**src/rtl/adc_sample_reporter.sv**
```systemverilog
// adc_sample_reporter: buffers accepted ADC samples in a small FIFO and
// serializes each one as a 3-byte frame on the FPGA->AVR transmit handshake.
// Frame: byte0 = {1,000,channel}, byte1 = {0,sample[9:3]}, byte2 = {00000,sample[2:0]}.
module adc_sample_reporter #(
    parameter int FIFO_DEPTH = 8
) (
    input  logic                         clk,
    input  logic                         rst,
    input  logic                         enable,
    input  logic [15:0]                  channel_mask,
    input  logic                         new_sample,
    input  logic [9:0]                   sample,
    input  logic [3:0]                   sample_channel,
    output logic [7:0]                   tx_data,
    output logic                         new_tx_data,
    input  logic                         tx_busy,
    output logic [$clog2(FIFO_DEPTH):0]  fifo_level,
    output logic                         overflow,
    output logic [7:0]                   drop_count
);

    localparam int AW = $clog2(FIFO_DEPTH);
    localparam int LW = AW + 1;
    localparam logic [LW-1:0] FULL_LVL = LW'(FIFO_DEPTH);

    // The registered strobe cycle is folded into the LOAD->GAP transition,
    // so no separate SEND state exists.
    typedef enum logic [1:0] {
        IDLE = 2'd0,
        LOAD = 2'd1,
        GAP  = 2'd2
    } state_t;

    logic [13:0]   r_mem [FIFO_DEPTH];
    logic [AW-1:0] r_wr_ptr;
    logic [AW-1:0] r_rd_ptr;
    logic [LW-1:0] r_count;
    logic          r_overflow;
    logic [7:0]    r_drop_count;

    state_t        r_state;
    logic [13:0]   r_frame;
    logic [1:0]    r_idx;
    logic [7:0]    r_tx_data;
    logic          r_new_tx_data;

    logic          w_accept;
    logic          w_full;
    logic          w_push;
    logic          w_drop;
    logic          w_pop;
    logic [13:0]   w_head;

    // Saturating 8-bit increment for the drop counter.
    function automatic logic [7:0] sat_inc8(input logic [7:0] v);
        return (v == 8'hFF) ? v : v + 8'd1;
    endfunction

    // Select one byte of the frame; only byte0 carries MSB = 1.
    function automatic logic [7:0] frame_byte(input logic [13:0] f, input logic [1:0] idx);
        logic [7:0] b;
        case (idx)
            2'd0:    b = {4'b1000, f[13:10]};
            2'd1:    b = {1'b0, f[9:3]};
            default: b = {5'b00000, f[2:0]};
        endcase
        return b;
    endfunction

    assign w_accept = new_sample & enable & channel_mask[sample_channel];
    assign w_full   = (r_count == FULL_LVL);
    // Fullness is judged before any same-cycle pop, so a pop never frees room for a push.
    assign w_push   = w_accept & ~w_full;
    assign w_drop   = w_accept & w_full;
    assign w_pop    = (r_state == IDLE) && (r_count != '0);
    assign w_head   = r_mem[r_rd_ptr];

    // Sample storage: data only, no reset needed.
    always_ff @(posedge clk) begin
        if (w_push) begin
            r_mem[r_wr_ptr] <= {sample_channel, sample};
        end
    end

    // FIFO pointers, occupancy and drop accounting.
    always_ff @(posedge clk or posedge rst) begin
        if (rst) begin
            r_wr_ptr     <= '0;
            r_rd_ptr     <= '0;
            r_count      <= '0;
            r_overflow   <= 1'b0;
            r_drop_count <= 8'd0;
        end else begin
            if (w_push) begin
                r_wr_ptr <= r_wr_ptr + 1'b1;
            end
            if (w_pop) begin
                r_rd_ptr <= r_rd_ptr + 1'b1;
            end
            r_count <= r_count + {{AW{1'b0}}, w_push} - {{AW{1'b0}}, w_pop};
            if (w_drop) begin
                r_overflow   <= 1'b1;
                r_drop_count <= sat_inc8(r_drop_count);
            end
        end
    end

    // Frame register captures the FIFO head on pop.
    always_ff @(posedge clk) begin
        if (w_pop) begin
            r_frame <= w_head;
        end
    end

    // Serializer FSM: pop a frame, then send three bytes each followed by a gap cycle.
    always_ff @(posedge clk or posedge rst) begin
        if (rst) begin
            r_state       <= IDLE;
            r_idx         <= 2'd0;
            r_tx_data     <= 8'd0;
            r_new_tx_data <= 1'b0;
        end else begin
            r_new_tx_data <= 1'b0;
            case (r_state)
                IDLE: begin
                    if (w_pop) begin
                        r_idx   <= 2'd0;
                        r_state <= LOAD;
                    end
                end
                LOAD: begin
                    if (!tx_busy) begin
                        r_tx_data     <= frame_byte(r_frame, r_idx);
                        r_new_tx_data <= 1'b1;
                        r_state       <= GAP;
                    end
                end
                GAP: begin
                    // Covers the one-cycle latency before tx_busy reflects the strobe.
                    if (r_idx == 2'd2) begin
                        r_state <= IDLE;
                    end else begin
                        r_idx   <= r_idx + 2'd1;
                        r_state <= LOAD;
                    end
                end
                default: r_state <= IDLE;
            endcase
        end
    end

    assign tx_data     = r_tx_data;
    assign new_tx_data = r_new_tx_data;
    assign fifo_level  = r_count;
    assign overflow    = r_overflow;
    assign drop_count  = r_drop_count;

endmodule

```
**config.mk**
```make
export PLATFORM = sky130hd
export DESIGN_NAME = adc_sample_reporter
export DESIGN_NICKNAME = d
export VERILOG_FILES = /design/src/rtl/adc_sample_reporter.sv
export SDC_FILE = /design/constraint.sdc
export NUM_CORES = 1
export LEC_CHECK = 0
export CORE_UTILIZATION = 39
export CTS_CLUSTER_DIAMETER = 30
export CTS_CLUSTER_SIZE = 10
export DETAILED_ROUTE_END_ITERATION = 10
export GPL_ROUTABILITY_DRIVEN = 0
export PLACE_DENSITY = 0.56
export SYNTH_ARGS = -nofsm -noshare
export SYNTH_HDL_FRONTEND = slang
export SYNTH_SLANG_ARGS = --single-unit
```
**constraint.sdc**
```tcl
create_clock -name clk -period 4.4 [get_ports clk]
set_input_delay 0.88 -clock clk [delete_from_list [all_inputs] [get_ports clk]]
set_output_delay 0.88 -clock clk [all_outputs]
set_load 0.01 [all_outputs]
```
==> key figures, run 1 <==
Setup path
  • R2R cell count: 2
  • Arrival time of the worst setup path: 3.63 ns
  • R2r endpoint: r_frame[12]
  • CP Cell Sequence: clkdlybuf4s50_1 > mux2i_1 > a221o_1 > nor2_8 > o2111ai_4 > ha_1 > inv_1 > ha_1 > fa_1 > xor2_1
  • Kind of critical path: in2reg
  • CP max stage cell: clkdlybuf4s50_1
  • Req. time, crit path: 4.70 ns
  • Crit. End Element: flip-flop
  • CP max stage delay: 0.77 ns
  • Worst r2r src: r_rd_ptr[0]
  • Reg2reg setup slack: 2.13 ns
  • Most frequent CP cell: ha_1
  • Max FO, Critical Path: 10
  • Critical Path Source Type: input pin

Worst hold path
  • Worst Hold Class: reg2reg
  • Hold EP: overflow
  • Hold path start: overflow
  • Hold Path Cell Cnt: 1

STA
  • Worst Skew: 0.0103 ns
  • Worst hold slack: 0.471 ns
  • Least-Margin Pin Slew: 1.05 ns
  • Final Hold Fails: 0
  • Minimum clock period after layout: 3.33 ns
  • Final setup violation count: 0
  • Final period utilization: 75.6%
  • Max-slew violations: 0
  • Max Fclk: 301 MHz
  • Fin Setup TNS: 0 ns
  • Max-slew headroom: 29.7%
  • RSZ-0062 raised after global routing: false

Clock network
  • CTS tree: done
  • Hold Buf Count CTS: 0
  • Clock-pin transition on the worst setup and hold timing paths: 0.06 ns
  • Clock Path Buffers: 2
  • Clk Latency, worst-skew pair: 0.42 ns
  • H-tree Lvls: 4
  • Post-CTS Setup Inserts: 0
  • CTS resizes: 0
  • Clock root buffer: clkbuf_16
  • CTS sink count: 158
  • Cts bufs inserted: 17

Place
  • DP Area: 7360 µm²
  • Port Buffer Count: 56
  • Dpl hpwl: 7.34 mm

Yosys
  • Mapped Area: 6490 µm²
  • Synth warn: 0
  • Syn Area/Cell: 18.5 µm²
  • Synth Net Count: 398
  • Largest cells by area after synthesis: edfxtp_1 (58%), dfrtp_1 (12%), mux4_2 (9.7%)
  • Top_reg_cell synth: edfxtp_1
  • Post-synth EDFFs: 126
  • Seq cells post-synth: 158
  • Register area share after synthesis: 70.7%
  • Post-Synthesis Cells: 350
  • Cell variety after synth: 46
  • Area leader, netlist: edfxtp_1
  • Ys async rst share: 20.3%
  • Post-synth top area share: 58.3%

Drt
  • Post-Route WL: 12.0 mm
  • Via/cell ratio: 5.09
  • Final routed DRC violation total: 0
  • Vias post-DR: 3321
  • Pre-antenna DRT Iters: 4
  • Antenna Nets Post-Route: 0
  • Routed wire per std cell: 18.4 µm
  • Number of DRC markers in iteration 0: 193

GRT
  • Pin count of the biggest net entering global routing: 33
  • Initial antenna violation count: 0
  • Total grt overflow: 0
  • Vias in the first global route: 3282
  • GRT Overall Usage: 15.6%
  • First-pass GRT wire length: 18.7 mm

Floorplanning
  • Die area: 17200 µm²
  • Core box area: 16100 µm²
  • Die Wd: 131 µm
  • Initial core utilization: 40.4%
  • Row Count: 46
  • I/O pin cnt: 57
  • Die height: 131 µm

Power and ir drop
  • PwrDens: 598 nW/µm²
  • Lkg Pwr: 2.75 nW
  • Pwr Total: 4.73 mW
  • VDD IR max: 0.300 mV

Finish
  • # fillers: 1302
  • # nets final: 472
  • ANT cells: 0
  • Core Util, Final: 49.2%
  • Share of cells above drive strength 1: 24.5%
  • Post-route design area: 7900 µm²
  • Area grow syn2layout: 21.8%

Outcome
  • Status: complete, no violations

Job
  • MaxCap Viol Count: 0
## cell families after synthesis
kind of cell    after synthesis  synth area share [%]
simple gates                 52                  5.09
fa+ha+maj                    13                  2.62
xor+xnor                     12                  1.62
mux                          55                  14.3
flops                       158                  70.7
compound gates               33                  3.76
buf+inv                      27                  1.97
## final cells by class
cell class | instances | area (µm²) | area share (%)
inverter | 12 | 45.0 | 0.570
clock buffer | 18 | 429 | 5.43
tap | 216 | 270 | 3.42
clock inverter | 14 | 118 | 1.49
sequential | 158 | 4590 | 58.0
multi-input combinational | 165 | 1790 | 22.6
timing repair buffer | 70 | 666 | 8.42
## power breakdown
group / leakage [nW] / switching (mW) / internal (mW)
Clock: 0.270 / 0.577 / 0.776
Combinational: 0.942 / 0.536 / 0.684
Sequential: 1.54 / 0.260 / 1.90
Total: 2.75 / 1.37 / 3.36
## registers in the layout (all words and copies together), names as in the netlist
| register | count |
|---|---|
| r_mem | 112 |
| r_frame | 14 |
| drop_count | 8 |
| tx_data | 8 |
| fifo_level | 4 |
| r_rd_ptr | 3 |
| r_wr_ptr | 3 |
| r_idx | 2 |
| r_state | 2 |
| new_tx_data | 1 |
| overflow | 1 |
## critical path, delay by kind of cell
| family | cells | cell delay (ns) |
|---|---|---|
| AOI/OAI and AO/OA | 2 | 0.56 |
| and+or+nand+nor | 1 | 0.21 |
| adders and majority gates | 3 | 0.88 |
| xor gates and xnor gates | 1 | 0.15 |
| muxes | 1 | 0.14 |
| buffers and inverters | 2 | 0.81 |
## how the worst max path moves through the flow
stage / start / endpoint / slack (ns) / depth (start not counted)
floorplan: sample_channel[0] / r_mem[3][0] / 0.95 / 7
global placement: sample_channel[0] / fifo_level[2] / 0.70 / 10
detailed placement: sample_channel[1] / fifo_level[2] / 0.66 / 10
CTS: sample_channel[1] / fifo_level[2] / 1.09 / 10
global route: sample_channel[0] / fifo_level[2] / 0.96 / 10
finish: sample_channel[0] / fifo_level[2] / 1.07 / 10
## placed cells by master (no fill, tap or decap), types with 3 or more instances in the layout
| master | count |
|---|---|
| inv_6 | 3 |
| clkinv_2 | 4 |
| inv_1 | 12 |
| a22oi_1 | 6 |
| dfrtp_1 | 31 |
| o21ai_0 | 8 |
| mux2_2 | 19 |
| mux4_2 | 28 |
| xnor2_1 | 8 |
| mux2i_1 | 8 |
| clkdlybuf4s50_1 | 56 |
| clkbuf_16 | 17 |
| o211ai_1 | 4 |
| ha_1 | 12 |
| edfxtp_1 | 126 |
| buf_4 | 14 |
| nor2_1 | 10 |
| a31oi_1 | 4 |
| a21oi_1 | 3 |
| nor3_2 | 3 |
| clkinv_4 | 3 |
| nand3_1 | 7 |
| nor4b_2 | 3 |
| xor2_1 | 4 |
| nand2_1 | 12 |
## synth_stat cells, types with 2 or more instances
cell type / n
buf_6: 3
o211ai_1: 4
buf_2: 2
a22oi_1: 6
o21ai_0: 8
nand3_1: 7
nand2b_1: 2
o2111ai_1: 2
nor3_1: 2
nand2_1: 12
inv_1: 12
buf_1: 2
clkbuf_1: 7
a21oi_1: 3
nor4b_2: 3
nor4_2: 2
a31oi_1: 4
ha_1: 12
nor2_1: 10
xor2_1: 4
edfxtp_1: 126
mux2_2: 19
and4_1: 2
dfrtp_1: 32
xnor2_1: 8
mux2i_1: 8
mux4_2: 28
nor3b_1: 2
## metrics by stage
step,setup slack (ns),instances
final,1.07,653
after floorplan,0.955,350
after global routing,0.957,653
after detailed placement,0.656,621
after CTS,1.09,653
after global placement,0.697,621
## metal layers
metal / up-vias / share of wire, % / GRT usage [%]
met3: 14 / 2.9 / 4.23
met1: 1719 / 48 / 21.2
met2: 56 / 48 / 24.0
met5: - / 0 / 0
li1: 1532 / - / -
met4: 0 / 1.5 / 6.15
No activity file was read; power rests on OpenSTA's default activity.
==> inputs of run 2 (changes only) <==
==> constraint.sdc (replaced) <==
create_clock -name clk -period 3.1 [get_ports clk]
set_input_delay 0.62 -clock clk [delete_from_list [all_inputs] [get_ports clk]]
set_output_delay 0.62 -clock clk [all_outputs]
set_load 0.01 [all_outputs]
==> key figures, run 2 (same netlist as run 1, synthesis figures left out) <==
Power and ir drop
  • Clock power share: 28.3% (was 28.6%)
  • VDD IR max: 0.482 mV (was 0.300 mV)
  • Pwr Total: 6.75 mW (was 4.73 mW)
  • Sw frac: 28.9% (was 29.0%)
  • Internal power: 4.80 mW (was 3.36 mW)
  • Psw: 1.95 mW (was 1.37 mW)
  • Sequential Power Share: 43.6% (was 45.6%)
  • PwrDens: 836 nW/µm² (was 598 nW/µm²)
  • Lkg Pwr: 2.82 nW (was 2.75 nW)
  • Combinational power share: 28.1% (was 25.8%)

Setup path
  • Max FO, Critical Path: 6 (was 10)
  • Crit. End Element: flip-flop (unchanged)
  • Req. time, crit path: 3.41 ns (was 4.70 ns)
  • Critical Path Source Type: input pin (unchanged)
  • Kind of critical path: in2reg (unchanged)
  • Arrival time of the worst setup path: 3.19 ns (was 3.63 ns)

Drt
  • M1 wire length: 5.65 mm (was 5.75 mm)
  • Via/cell ratio: 4.97 (was 5.09)
  • DR WL met2: 5.99 mm (was 5.74 mm)
  • Final routed DRC violation total: 0 (unchanged)
  • Met3 wire len: 321 µm (was 354 µm)
  • Pre-antenna DRT Iters: 4 (unchanged)
  • Antenna Nets Post-Route: 0 (unchanged)
  • Routed wire per std cell: 18.2 µm (was 18.4 µm)
  • DR top layer: met4 (unchanged)
  • Vias post-DR: 3305 (was 3321)
  • Post-Route WL: 12.1 mm (was 12.0 mm)
  • Number of DRC markers in iteration 0: 133 (was 193)

Finish
  • Max FFs per register: 112 (unchanged)
  • Multi-input gate area: 1790 µm² (about the same)
  • Area grow syn2layout: 24.5% (was 21.8%)
  • Top reg by flops: r_mem (unchanged)
  • Core Util, Final: 50.3% (was 49.2%)
  • Post-route design area: 8070 µm² (was 7900 µm²)
  • # fillers: 1320 (was 1302)
  • Most common cell after layout, fill and taps aside: edfxtp_1 (unchanged)
  • Commonest non-fill, non-tap cells in the layout: edfxtp_1 (126), clkdlybuf4s50_1 (56), dfrtp_1 (31), mux4_2 (28), buf_4 (20) (was edfxtp_1 (126), clkdlybuf4s50_1 (56), dfrtp_1 (31), mux4_2 (28), mux2_2 (19))
  • Register area: 4590 µm² (unchanged)
  • ANT cells: 0 (unchanged)
  • # nets final: 484 (was 472)
  • Final Non-Filler Cells: 665 (was 653)
  • Largest regs: r_mem: 112 flops, r_frame: 14 flops (unchanged)
  • Share of cells above drive strength 1: 26.5% (was 24.5%)

GRT
  • Vias in the first global route: 3473 (was 3282)
  • First-pass GRT wire length: 19.3 mm (was 18.7 mm)
  • Total grt overflow: 0 (unchanged)
  • GRT Overall Usage: 16.1% (was 15.6%)
  • Initial antenna violation count: 0 (unchanged)
  • Pin count of the biggest net entering global routing: 31 (was 33)

STA
  • Setup WS post-layout: 0.216 ns (was 1.07 ns)
  • Final Hold Fails: 0 (unchanged)
  • Final setup violation count: 0 (unchanged)
  • Final period utilization: 93.0%
  • Max-slew violations: 0 (unchanged)
  • Minimum clock period after layout: 2.88 ns
  • Least-Margin Pin Slew: 0.826 ns (was 1.05 ns)
  • RSZ-0062 raised after global routing: false (unchanged)
  • Max Fclk: 347 MHz
  • Worst Skew: 0.00833 ns (was 0.0103 ns)
  • Max-slew headroom: 45.0% (was 29.7%)

Place
  • Dpl hpwl: 7.57 mm (was 7.34 mm)
  • Inst Count DP: 633 (was 621)
  • Post-Place Setup Slack: -0.213 ns (was 0.656 ns)
  • Port Buffer Count: 56 (unchanged)
  • DP Area: 7530 µm² (was 7360 µm²)

Clock network
  • Hold Buf Count CTS: 0 (unchanged)
  • Cts bufs inserted: 17 (unchanged)
  • CTS tree: done (unchanged)
  • H-tree Lvls: 4 (unchanged)
  • CTS resizes: 0 (unchanged)
  • Clock-pin transition on the worst setup and hold timing paths: 0.06 ns (about the same)
  • Clock root buffer: clkbuf_16 (unchanged)
  • Clk Latency, worst-skew pair: 0.42 ns (about the same)
  • CTS sink count: 158 (unchanged)
  • Post-CTS Setup Inserts: 0 (unchanged)
  • Clock Path Buffers: 2 (unchanged)

Outcome
  • Status: complete, no violations (unchanged)

Floorplanning
  • Core box area: 16100 µm² (unchanged)
  • I/O pin cnt: 57 (unchanged)
  • Die area: 17200 µm² (unchanged)
  • Die height: 131 µm (unchanged)
  • Initial core utilization: 40.4% (unchanged)
  • Die Wd: 131 µm (unchanged)
  • Row Count: 46 (unchanged)

Worst hold path
  • Worst Hold Class: reg2reg (unchanged)

Job
  • MaxCap Viol Count: 0 (unchanged)
==> run 2: cell types whose count changed in the layout (fill, tap and decap cells not counted) <==
| cell | before | now |
|---|---|---|
| buf_12 | 0 | 6 |
| clkinv_1 | 2 | 3 |
| clkinv_4 | 3 | 2 |
| nor3b_1 | 2 | 1 |
| nor3b_2 | 0 | 1 |
| buf_4 | 14 | 20 |
| clkinv_2 | 4 | 2 |
| clkinvlp_4 | 1 | 3 |
==> run 2: stage by stage <==
stage	TNS [ns]	hold slack (ns)
6_report	0	0.463
3_3_place_gp	-3.32	0.451
4_1_cts	0	0.473
3_5_place_dp	-6.22	0.457
2_1_floorplan	-2.39	0.455
5_1_grt	0	0.508
==> run 2: critical path, cell delays in order <==
cell,delay [ns]
clkdlybuf4s50_1,0.65
mux2i_1,0.13
a221o_1,0.43
nor2_8,0.15
o2111ai_4,0.12
ha_1,0.31
inv_1,0.04
ha_1,0.19
fa_1,0.38
xor2_1,0.15
==> run 2: cell type report <==
cell class	instances	share of cell area, %
timing repair buffer	82	10.3
clock buffer	18	5.32
tap	216	3.35
multi-input combinational	165	22.2
sequential	158	56.8
inverter	12	0.558
clock inverter	14	1.46
==> run 2: path summary, 6_finish.rpt <==
check / endpoint / start / cells after the start / slack (ns)
worst max-delay path: fifo_level[2] / sample_channel[0] / 10 / 0.22
worst min-delay path: overflow / overflow / 1 / 0.46
worst max register to register: fifo_level[2] / fifo_level[2] / 9 / 0.99
worst min register to register: overflow / overflow / 1 / 0.46
max in group asynchronous: drop_count[0] / rst / 3 / 1.77
min in group asynchronous: tx_data[7] / rst / 2 / 0.65
==> run 2: power by group through the flow <==
stage          Sequential (mW)  Combinational [mW]  Clock, mW
6_report                  2.94                1.90       1.91
5_1_grt                   2.99                2.11       2.05
4_1_cts                   2.95                1.94       1.97
3_5_place_dp              2.99                1.93          0
3_3_place_gp              2.98                1.91          0
2_1_floorplan             2.92                1.29          0
==> run 2: per-layer routing <==
layer	vias to the layer above	global-route usage (%)
met2	46	25.9
met4	0	6.49
met5	-	0
li1	1554	-
met3	14	4.15
met1	1691	20.8
==> inputs of run 3 (changes only) <==
--- a/config.mk
+++ b/config.mk
@@ -11,6 +11,8 @@
 export DETAILED_ROUTE_END_ITERATION = 10
 export GPL_ROUTABILITY_DRIVEN = 0
 export PLACE_DENSITY = 0.56
+export SKIP_LAST_GASP = 1
 export SYNTH_ARGS = -nofsm -noshare
 export SYNTH_HDL_FRONTEND = slang
 export SYNTH_SLANG_ARGS = --single-unit
+export TNS_END_PERCENT = 20
==> results of run 3 <==
Same layout as run 2: the final DEF is identical, and so are final timing and power.
